### src/rtl/bsg_dmc_pkg.sv
// bsg_dmc_pkg
// Shared types for the bsg_dmc user-interface (app_*) side.
//   app_cmd_e              : app_cmd encoding (WR, RD, WP, RP)
//   bsg_dmc_ui_arb_state_e : control states of bsg_dmc_ui_arbiter
//   bsg_dmc_cmd_is_write() : 1 for write-class commands (WR, WP), which carry a data burst
package bsg_dmc_pkg;

  typedef enum logic [2:0] {
    WR = 3'b000,
    RD = 3'b001,
    WP = 3'b010,
    RP = 3'b011
  } app_cmd_e;

  typedef enum logic [1:0] {
    ARB_IDLE  = 2'b00,
    ARB_CMD   = 2'b01,
    ARB_WDATA = 2'b10
  } bsg_dmc_ui_arb_state_e;

  function automatic logic bsg_dmc_cmd_is_write(input app_cmd_e cmd);
    return (cmd == WR) || (cmd == WP);
  endfunction

endpackage

### src/rtl/bsg_arb_round_robin.sv
// bsg_arb_round_robin
// Combinational round-robin picker. The search starts at ptr_i and wraps,
// so the caller owns the priority pointer and decides when it advances.
//   reqs_i   : request vector
//   ptr_i    : index with highest priority this cycle
//   grants_o : one-hot grant (all zero when nothing requests)
//   tag_o    : index of the granted requester
//   v_o      : some requester was granted
module bsg_arb_round_robin #(
  parameter  int width_p     = 4,
  localparam int lg_width_lp = (width_p > 1) ? $clog2(width_p) : 1
) (
  input  logic [width_p-1:0]     reqs_i,
  input  logic [lg_width_lp-1:0] ptr_i,
  output logic [width_p-1:0]     grants_o,
  output logic [lg_width_lp-1:0] tag_o,
  output logic                   v_o
);

  int                   idx;
  logic [lg_width_lp-1:0] idx_l;

  always_comb begin
    grants_o = '0;
    tag_o    = '0;
    v_o      = 1'b0;
    idx      = 0;
    idx_l    = '0;
    for (int i = 0; i < width_p; i++) begin
      idx   = (int'(ptr_i) + i) % width_p;
      idx_l = lg_width_lp'(idx);
      if (!v_o && reqs_i[idx_l]) begin
        v_o             = 1'b1;
        grants_o[idx_l] = 1'b1;
        tag_o           = idx_l;
      end
    end
  end

endmodule

### src/rtl/bsg_fifo_1r1w_small.sv
// bsg_fifo_1r1w_small
// Small register-based FIFO with valid/ready on the write side and
// valid/yumi on the read side. ready_o and v_o come straight from the
// registered occupancy count.
//   clk_i, reset_i : clock, asynchronous active-high reset
//   v_i, data_i    : push request and data (ignored while full)
//   ready_o        : not full
//   v_o, data_o    : head valid and head data
//   yumi_i         : pop head (ignored while empty)
module bsg_fifo_1r1w_small #(
  parameter  int width_p        = 2,
  parameter  int els_p          = 8,
  localparam int ptr_width_lp   = (els_p > 1) ? $clog2(els_p) : 1,
  localparam int count_width_lp = $clog2(els_p + 1)
) (
  input  logic               clk_i,
  input  logic               reset_i,
  input  logic               v_i,
  input  logic [width_p-1:0] data_i,
  output logic               ready_o,
  output logic               v_o,
  output logic [width_p-1:0] data_o,
  input  logic               yumi_i
);

  logic [width_p-1:0]        mem_r [els_p];
  logic [ptr_width_lp-1:0]   wptr_r, rptr_r;
  logic [count_width_lp-1:0] count_r;
  logic                      enq, deq;

  assign ready_o = (count_r != count_width_lp'(els_p));
  assign v_o     = (count_r != '0);
  assign data_o  = mem_r[rptr_r];
  assign enq     = v_i & ready_o;
  assign deq     = yumi_i & v_o;

  always_ff @(posedge clk_i or posedge reset_i) begin
    if (reset_i) begin
      wptr_r  <= '0;
      rptr_r  <= '0;
      count_r <= '0;
    end else begin
      if (enq)
        wptr_r <= (wptr_r == ptr_width_lp'(els_p - 1)) ? '0 : wptr_r + 1'b1;
      if (deq)
        rptr_r <= (rptr_r == ptr_width_lp'(els_p - 1)) ? '0 : rptr_r + 1'b1;
      count_r <= count_r + count_width_lp'(enq) - count_width_lp'(deq);
    end
  end

  // Storage needs no reset; entries are only read after being written.
  always_ff @(posedge clk_i) begin
    if (enq)
      mem_r[wptr_r] <= data_i;
  end

endmodule

### src/rtl/bsg_dmc_ui_arbiter.sv
// bsg_dmc_ui_arbiter
// Shares one bsg_dmc app_* port among num_clients_p requesters. Whole
// transactions are granted round-robin: the command is issued, then for
// writes the full burst is streamed from the granted client. Read bursts are
// routed back to their issuers in order using a FIFO of client ids.
//   ui_clk_i, ui_reset_i            : clock, asynchronous active-high reset
//   client_v_i/cmd_i/addr_i         : per-client command request
//   client_yumi_o                   : one-hot, one-cycle command accept
//   client_wdata_v_i/wdata_i/wmask_i: per-client write beats
//   client_wdata_yumi_o             : write beat consumed
//   client_rdata_v_o                : one-hot read beat valid
//   client_rdata_o/rdata_last_o     : shared read data and last-beat flag
//   app_*                           : bsg_dmc user interface
module bsg_dmc_ui_arbiter
  import bsg_dmc_pkg::*;
#(
  parameter  int num_clients_p      = 4,
  parameter  int ui_addr_width_p    = 28,
  parameter  int ui_data_width_p    = 32,
  parameter  int burst_data_width_p = 128,
  parameter  int rd_tag_depth_p     = 8,
  localparam int lg_clients_lp      = $clog2(num_clients_p),
  localparam int mask_width_lp      = ui_data_width_p / 8,
  localparam int burst_len_lp       = burst_data_width_p / ui_data_width_p,
  localparam int beat_width_lp      = (burst_len_lp > 1) ? $clog2(burst_len_lp) : 1
) (
  input  logic                                           ui_clk_i,
  input  logic                                           ui_reset_i,

  input  logic     [num_clients_p-1:0]                   client_v_i,
  input  app_cmd_e [num_clients_p-1:0]                   client_cmd_i,
  input  logic     [num_clients_p-1:0][ui_addr_width_p-1:0] client_addr_i,
  output logic     [num_clients_p-1:0]                   client_yumi_o,

  input  logic     [num_clients_p-1:0]                   client_wdata_v_i,
  input  logic     [num_clients_p-1:0][ui_data_width_p-1:0] client_wdata_i,
  input  logic     [num_clients_p-1:0][mask_width_lp-1:0] client_wmask_i,
  output logic     [num_clients_p-1:0]                   client_wdata_yumi_o,

  output logic     [num_clients_p-1:0]                   client_rdata_v_o,
  output logic     [ui_data_width_p-1:0]                 client_rdata_o,
  output logic                                           client_rdata_last_o,

  output logic                                           app_en_o,
  output app_cmd_e                                       app_cmd_o,
  output logic     [ui_addr_width_p-1:0]                 app_addr_o,
  input  logic                                           app_rdy_i,

  output logic                                           app_wdf_wren_o,
  output logic     [ui_data_width_p-1:0]                 app_wdf_data_o,
  output logic     [mask_width_lp-1:0]                   app_wdf_mask_o,
  output logic                                           app_wdf_end_o,
  input  logic                                           app_wdf_rdy_i,

  input  logic                                           app_rd_data_valid_i,
  input  logic     [ui_data_width_p-1:0]                 app_rd_data_i,
  input  logic                                           app_rd_data_end_i
);

  bsg_dmc_ui_arb_state_e state_r, state_n;

  logic [lg_clients_lp-1:0]   id_r;
  logic [lg_clients_lp-1:0]   rr_r;
  app_cmd_e                   cmd_r;
  logic [ui_addr_width_p-1:0] addr_r;
  logic [beat_width_lp-1:0]   beat_r;

  logic [num_clients_p-1:0]   eligible;
  logic [num_clients_p-1:0]   arb_grants;
  logic [lg_clients_lp-1:0]   arb_id;
  logic                       arb_v;

  logic                       cmd_accept, wbeat_accept, last_beat;
  logic                       tag_push, tag_pop, tag_ready, tag_v;
  logic [lg_clients_lp-1:0]   tag_head;

  // Read-class requests wait while the tag FIFO is full. The registered full
  // flag is enough: nothing else can push between a grant and its command accept.
  always_comb begin
    eligible = client_v_i;
    for (int i = 0; i < num_clients_p; i++) begin
      if (!tag_ready && !bsg_dmc_cmd_is_write(client_cmd_i[i]))
        eligible[i] = 1'b0;
    end
  end

  bsg_arb_round_robin #(
    .width_p (num_clients_p)
  ) arb (
    .reqs_i   (eligible),
    .ptr_i    (rr_r),
    .grants_o (arb_grants),
    .tag_o    (arb_id),
    .v_o      (arb_v)
  );

  assign cmd_accept   = (state_r == ARB_CMD) & app_rdy_i;
  assign wbeat_accept = (state_r == ARB_WDATA) & client_wdata_v_i[id_r] & app_wdf_rdy_i;
  assign last_beat    = (beat_r == beat_width_lp'(burst_len_lp - 1));

  always_ff @(posedge ui_clk_i or posedge ui_reset_i) begin
    if (ui_reset_i) state_r <= ARB_IDLE;
    else            state_r <= state_n;
  end

  always_comb begin
    state_n = state_r;
    unique case (state_r)
      ARB_IDLE:  if (arb_v) state_n = ARB_CMD;
      ARB_CMD:   if (app_rdy_i)
                   state_n = bsg_dmc_cmd_is_write(cmd_r) ? ARB_WDATA : ARB_IDLE;
      ARB_WDATA: if (wbeat_accept && last_beat) state_n = ARB_IDLE;
      default:   state_n = ARB_IDLE;
    endcase
  end

  // Transaction context captured at grant; app_cmd_o/app_addr_o come from
  // these registers so they stay stable through a stalled CMD.
  always_ff @(posedge ui_clk_i or posedge ui_reset_i) begin
    if (ui_reset_i) begin
      id_r   <= '0;
      rr_r   <= '0;
      cmd_r  <= WR;
      addr_r <= '0;
      beat_r <= '0;
    end else begin
      if (state_r == ARB_IDLE && arb_v) begin
        id_r   <= arb_id;
        cmd_r  <= client_cmd_i[arb_id];
        addr_r <= client_addr_i[arb_id];
        rr_r   <= (arb_id == lg_clients_lp'(num_clients_p - 1)) ? '0 : arb_id + 1'b1;
      end
      if (cmd_accept)
        beat_r <= '0;
      else if (wbeat_accept)
        beat_r <= beat_r + 1'b1;
    end
  end

  always_comb begin
    client_yumi_o       = '0;
    client_wdata_yumi_o = '0;
    app_en_o            = 1'b0;
    app_wdf_wren_o      = 1'b0;
    app_wdf_end_o       = 1'b0;
    unique case (state_r)
      ARB_IDLE:  client_yumi_o = arb_grants;
      ARB_CMD:   app_en_o = 1'b1;
      ARB_WDATA: begin
        app_wdf_wren_o            = client_wdata_v_i[id_r];
        app_wdf_end_o             = last_beat;
        client_wdata_yumi_o[id_r] = wbeat_accept;
      end
      default: ;
    endcase
  end

  assign app_cmd_o      = cmd_r;
  assign app_addr_o     = addr_r;
  assign app_wdf_data_o = client_wdata_i[id_r];
  assign app_wdf_mask_o = client_wmask_i[id_r];

  assign tag_push = cmd_accept & ~bsg_dmc_cmd_is_write(cmd_r);
  assign tag_pop  = app_rd_data_valid_i & app_rd_data_end_i;

  bsg_fifo_1r1w_small #(
    .width_p (lg_clients_lp),
    .els_p   (rd_tag_depth_p)
  ) tag_fifo (
    .clk_i   (ui_clk_i),
    .reset_i (ui_reset_i),
    .v_i     (tag_push),
    .data_i  (id_r),
    .ready_o (tag_ready),
    .v_o     (tag_v),
    .data_o  (tag_head),
    .yumi_i  (tag_pop)
  );

  // Read beats go straight to the oldest outstanding issuer; clients cannot stall.
  // A beat arriving with no outstanding read is dropped.
  always_comb begin
    client_rdata_v_o = '0;
    if (tag_v)
      client_rdata_v_o[tag_head] = app_rd_data_valid_i;
  end

  assign client_rdata_o      = app_rd_data_i;
  assign client_rdata_last_o = app_rd_data_end_i;

  rd_data_has_owner: assert property (@(posedge ui_clk_i) disable iff (ui_reset_i)
    app_rd_data_valid_i |-> tag_v);

endmodule

### config.mk
export PLATFORM = sky130hd
export DESIGN_NAME = bsg_dmc_ui_arbiter
export DESIGN_NICKNAME = d
export VERILOG_FILES = /design/src/rtl/bsg_dmc_pkg.sv /design/src/rtl/bsg_arb_round_robin.sv /design/src/rtl/bsg_fifo_1r1w_small.sv /design/src/rtl/bsg_dmc_ui_arbiter.sv
export SDC_FILE = /design/constraint.sdc
export NUM_CORES = 1
export LEC_CHECK = 0
export CORE_AREA = 2 2 167 169
export CTS_CLUSTER_DIAMETER = 150
export DETAILED_ROUTE_END_ITERATION = 10
export DIE_AREA = 0 0 169 171
export SYNTH_ARGS = -nofsm -noshare
export SYNTH_HDL_FRONTEND = slang
export SYNTH_SLANG_ARGS = --single-unit
### constraint.sdc
create_clock -name ui_clk_i -period 3.4 [get_ports ui_clk_i]
set_input_delay 0.34 -clock ui_clk_i [delete_from_list [all_inputs] [get_ports ui_clk_i]]
set_output_delay 0.34 -clock ui_clk_i [all_outputs]
set_load 0.1 [all_outputs]
==> impl_metrics.yaml <==
outcome:
  outcome: "complete, no violations"
cts:
  cts.path.max_buffers: 2
  cts_inserted_buffers: 9
  cts.clk_slew.worst_paths_ns: 0.06
  root_buffer: "clkbuf_16"
  holdBufCountCts: 0
  clock_latency_ns: 0.34
  cts_tree: "done"
  cts_sinks: 65
  h-tree-depth: 3
cells_and_area:
  fillers: 2767
  syn_to_final_growth_pct: 71.47
  fin_area_mm2: 0.01028
  drive_gt1_share_pct: 20.53
  nets: 1279
grt:
  track_usage_pct: 18.00
  grt_max_degree: 79
  grt_pass1_vias: 6472
  grt_pass1_wl_um: 39090
  grt-ovfl-total: 0
  antenna_found_initial: 5
timing:
  finalCriticalPeriod_ns: 3.308
  hold_violations: 0
  slew_headroom_pct: 31.18
  fmax_ghz: 0.3023
  worstMarginPinSlew_ns: 1.029
  slew_viol_final: 0
  finClkSkew_ns: 0.008280
  post-route-period-util_pct: 97.29
  setup_viol_count_final: 0
  hold_ws_ns: 0.5087
routing:
  drtIter0Drc: 298
  drc: 0
  dr_total_vias: 6508
  first_pass_iters: 5
  wl_per_cell_um: 20.97
  ant_nets: 0
  avgViaCountPerCell: 5.014
  routed_wl_um: 27220
placement:
  hpwl_um: 21000
  io_buffers: 364
  postPlaceCellArea_mm2: 0.009822
  gp_congestion: 0.8054
logic_synthesis:
  synth_edf_count: 16
  ys_async_sr_fraction_pct: 75.38
  ys.warnings.count: 0
  syn_area_mm2: 0.005994
  ys_seq_area_share_pct: 28.47
  synth_seq_cells: 65
  syn-num-nets: 956
  yosys_most_used_dff: "dfrtp_1"
  syn_avg_cell_area_um2: 9.637
  synth_cell_types: 61
  synthCells: 622
power_and_ir_drop:
  p_per_area_mw_per_mm2: 1226
  worst_ir_drop_vdd_v: 0.0005151
  leakage_nw: 3.984
die:
  die_h_um: 171
  io_pins: 429
  die_area_mm2: 0.02890
  coreArea_mm2: 0.02732
  start_util_pct: 21.94
  die_w_um: 169
  rows: 61
hold_path:
  hp-class: "reg -> reg"
  min_to: "app_addr_o[21]"
  min_from: "app_addr_o[21]"
  hold_depth: 1
setup_path:
  startpoint: "tag_fifo.count_r[2]"
  max_stage_delay_ns: 0.46
  r2r_end: "app_addr_o[12]"
  r2r_slack_ns: 0.09
  r2r_cells: 11
  cp_common_cell: "buf_4"
  worstSetupEndpointType: "flop"
  rr_startpoint: "tag_fifo.count_r[2]"
  crit_required_ns: 3.67
  cp-start-kind: "flop"
  crit_path_max_fanout: 17
  arrival_ns: 3.58
  cp_slowest_cell: "o311ai_1"
  worst-setup-path-type: "reg -> reg"
  cp_cell_sequence: "inv_2, ha_2, or3b_4, o211a_1, a2111oi_0, a31o_1, buf_4, buf_4, nor2_1, o311ai_1, a22o_1"
flow_run:
  maxCapViolCount: 0
## through the flow
stage,power [mW],util (%),std cells,setup slack [ns],TNS (ns)
after CTS,12.52,37.13,1288,0.003673,0
after global routing,13.33,37.62,1298,-0.04472,-0.1453
final,12.60,37.62,1298,0.09223,0
after floorplan,9.219,-,622,0.04038,0
after global placement,11.37,35.95,1272,-0.02586,-0.02586
after detailed placement,11.44,35.95,1272,-0.05249,-0.05249
## kinds of logic (layout without fill, tap and decap cells)
family,count (synthesis),in the layout,share of synthesized area (%)
adders and majority gates,20,20,4.300
muxes,49,49,16.80
xor gates and xnor gates,3,3,0.4384
other,0,2,0
AOI/OAI and AO/OA,187,187,25.86
and+or+nand+nor,191,192,13.19
DFF,65,65,28.47
buffers and inverters,107,434,10.94
## power by group
part           internal (mW)  leakage, nW  total, mW  switching, mW
logic                   3.35         3.09       10.2           6.82
registers               1.17        0.741       1.43          0.260
clock network          0.638        0.152       1.00          0.363
## cell usage after synthesis, types with 3 or more instances
cell       instances  share of area (%)
a21o_1             5               0.63
a21oi_1           11               0.92
a22o_1            32                4.7
a22oi_1            4               0.50
a2bb2oi_1          4               0.58
a31oi_1           34                3.5
buf_1              6               0.38
buf_2             17                1.4
buf_4             38                4.8
buf_6             12                2.3
clkbuf_1          17                1.1
dfrtp_1           49                 20
edfxtp_1          16                8.0
ha_1              19                4.0
inv_1             17                1.1
mux2_2             3               0.56
mux2i_1            5               0.83
mux4_2            41                 15
nand2_1           81                5.1
nand2b_1           4               0.42
nor2_1            82                5.1
nor3_1             8               0.67
nor3b_1            4               0.50
o211ai_1           3               0.38
o21ai_0            5               0.42
o221ai_1          31                4.5
o311ai_1          31                4.5
## sequential cells by signal (all words and copies together), names as in the netlist
signal and count:
app_addr_o 28, app_cmd_o 3, beat_r 2, id_r 2, rr_r 2, state_r 2
tag_fifo.count_r 4, tag_fifo.mem_r 16, tag_fifo.rptr_r 3, tag_fifo.wptr_r 3
## how the worst max path moves through the flow
stage,endpoint,depth (start not counted)
after floorplan,tag_fifo.count_r[2],8
after global placement,app_addr_o[12],11
after detailed placement,app_addr_o[12],11
after CTS,client_yumi_o[1],11
after global routing,client_yumi_o[1],12
final,app_addr_o[12],11
## critical path: cells and delay by family (launching register included)
kind,cells,cell delay (ns)
AND/OR/NAND/NOR,2,0.50
buffers and inverters,3,0.61
flip-flops,1,0.37
AO/OA/AOI/OAI,5,1.59
adder cells (fa/ha/maj),1,0.17
## layout make-up
class | instances | area [um2] | share of cell area [%]
antenna | 2 | 5.005 | 0.04869
clock buffer | 10 | 229.0 | 2.228
clock inverter | 6 | 82.58 | 0.8034
inverter | 17 | 63.81 | 0.6208
multi-input combinational | 451 | 3819 | 37.15
sequential | 65 | 1710 | 16.64
tap | 346 | 432.9 | 4.212
timing repair buffer | 401 | 3936 | 38.30
## per-layer routing
metal	track usage, %	part of all wire (%)	vias to the layer above
li1	-	-	3016
met1	20.03	38	3131
met2	32.82	51	315
met3	4.719	8.1	42
met4	7.023	2.8	4
met5	0	0.099	-
## placed cells by master (no fill, tap or decap), types with 15 or more instances in the layout
master	instances
a22o_1	31
buf_4	79
nor2_1	81
mux4_2	41
nand2_1	81
clkdlybuf4s50_1	310
edfxtp_1	16
a31oi_1	34
inv_1	15
o311ai_1	31
ha_1	18
o221ai_1	31
dfrtp_1	46
## what timing repair did
action	in CTS	in global routing
gates resized for setup	2	15
pin swaps	0	9
gates cloned	0	1
setup endpoints to repair	5	5
buffers inserted	0	7
Power figures use the tool's default switching activity.
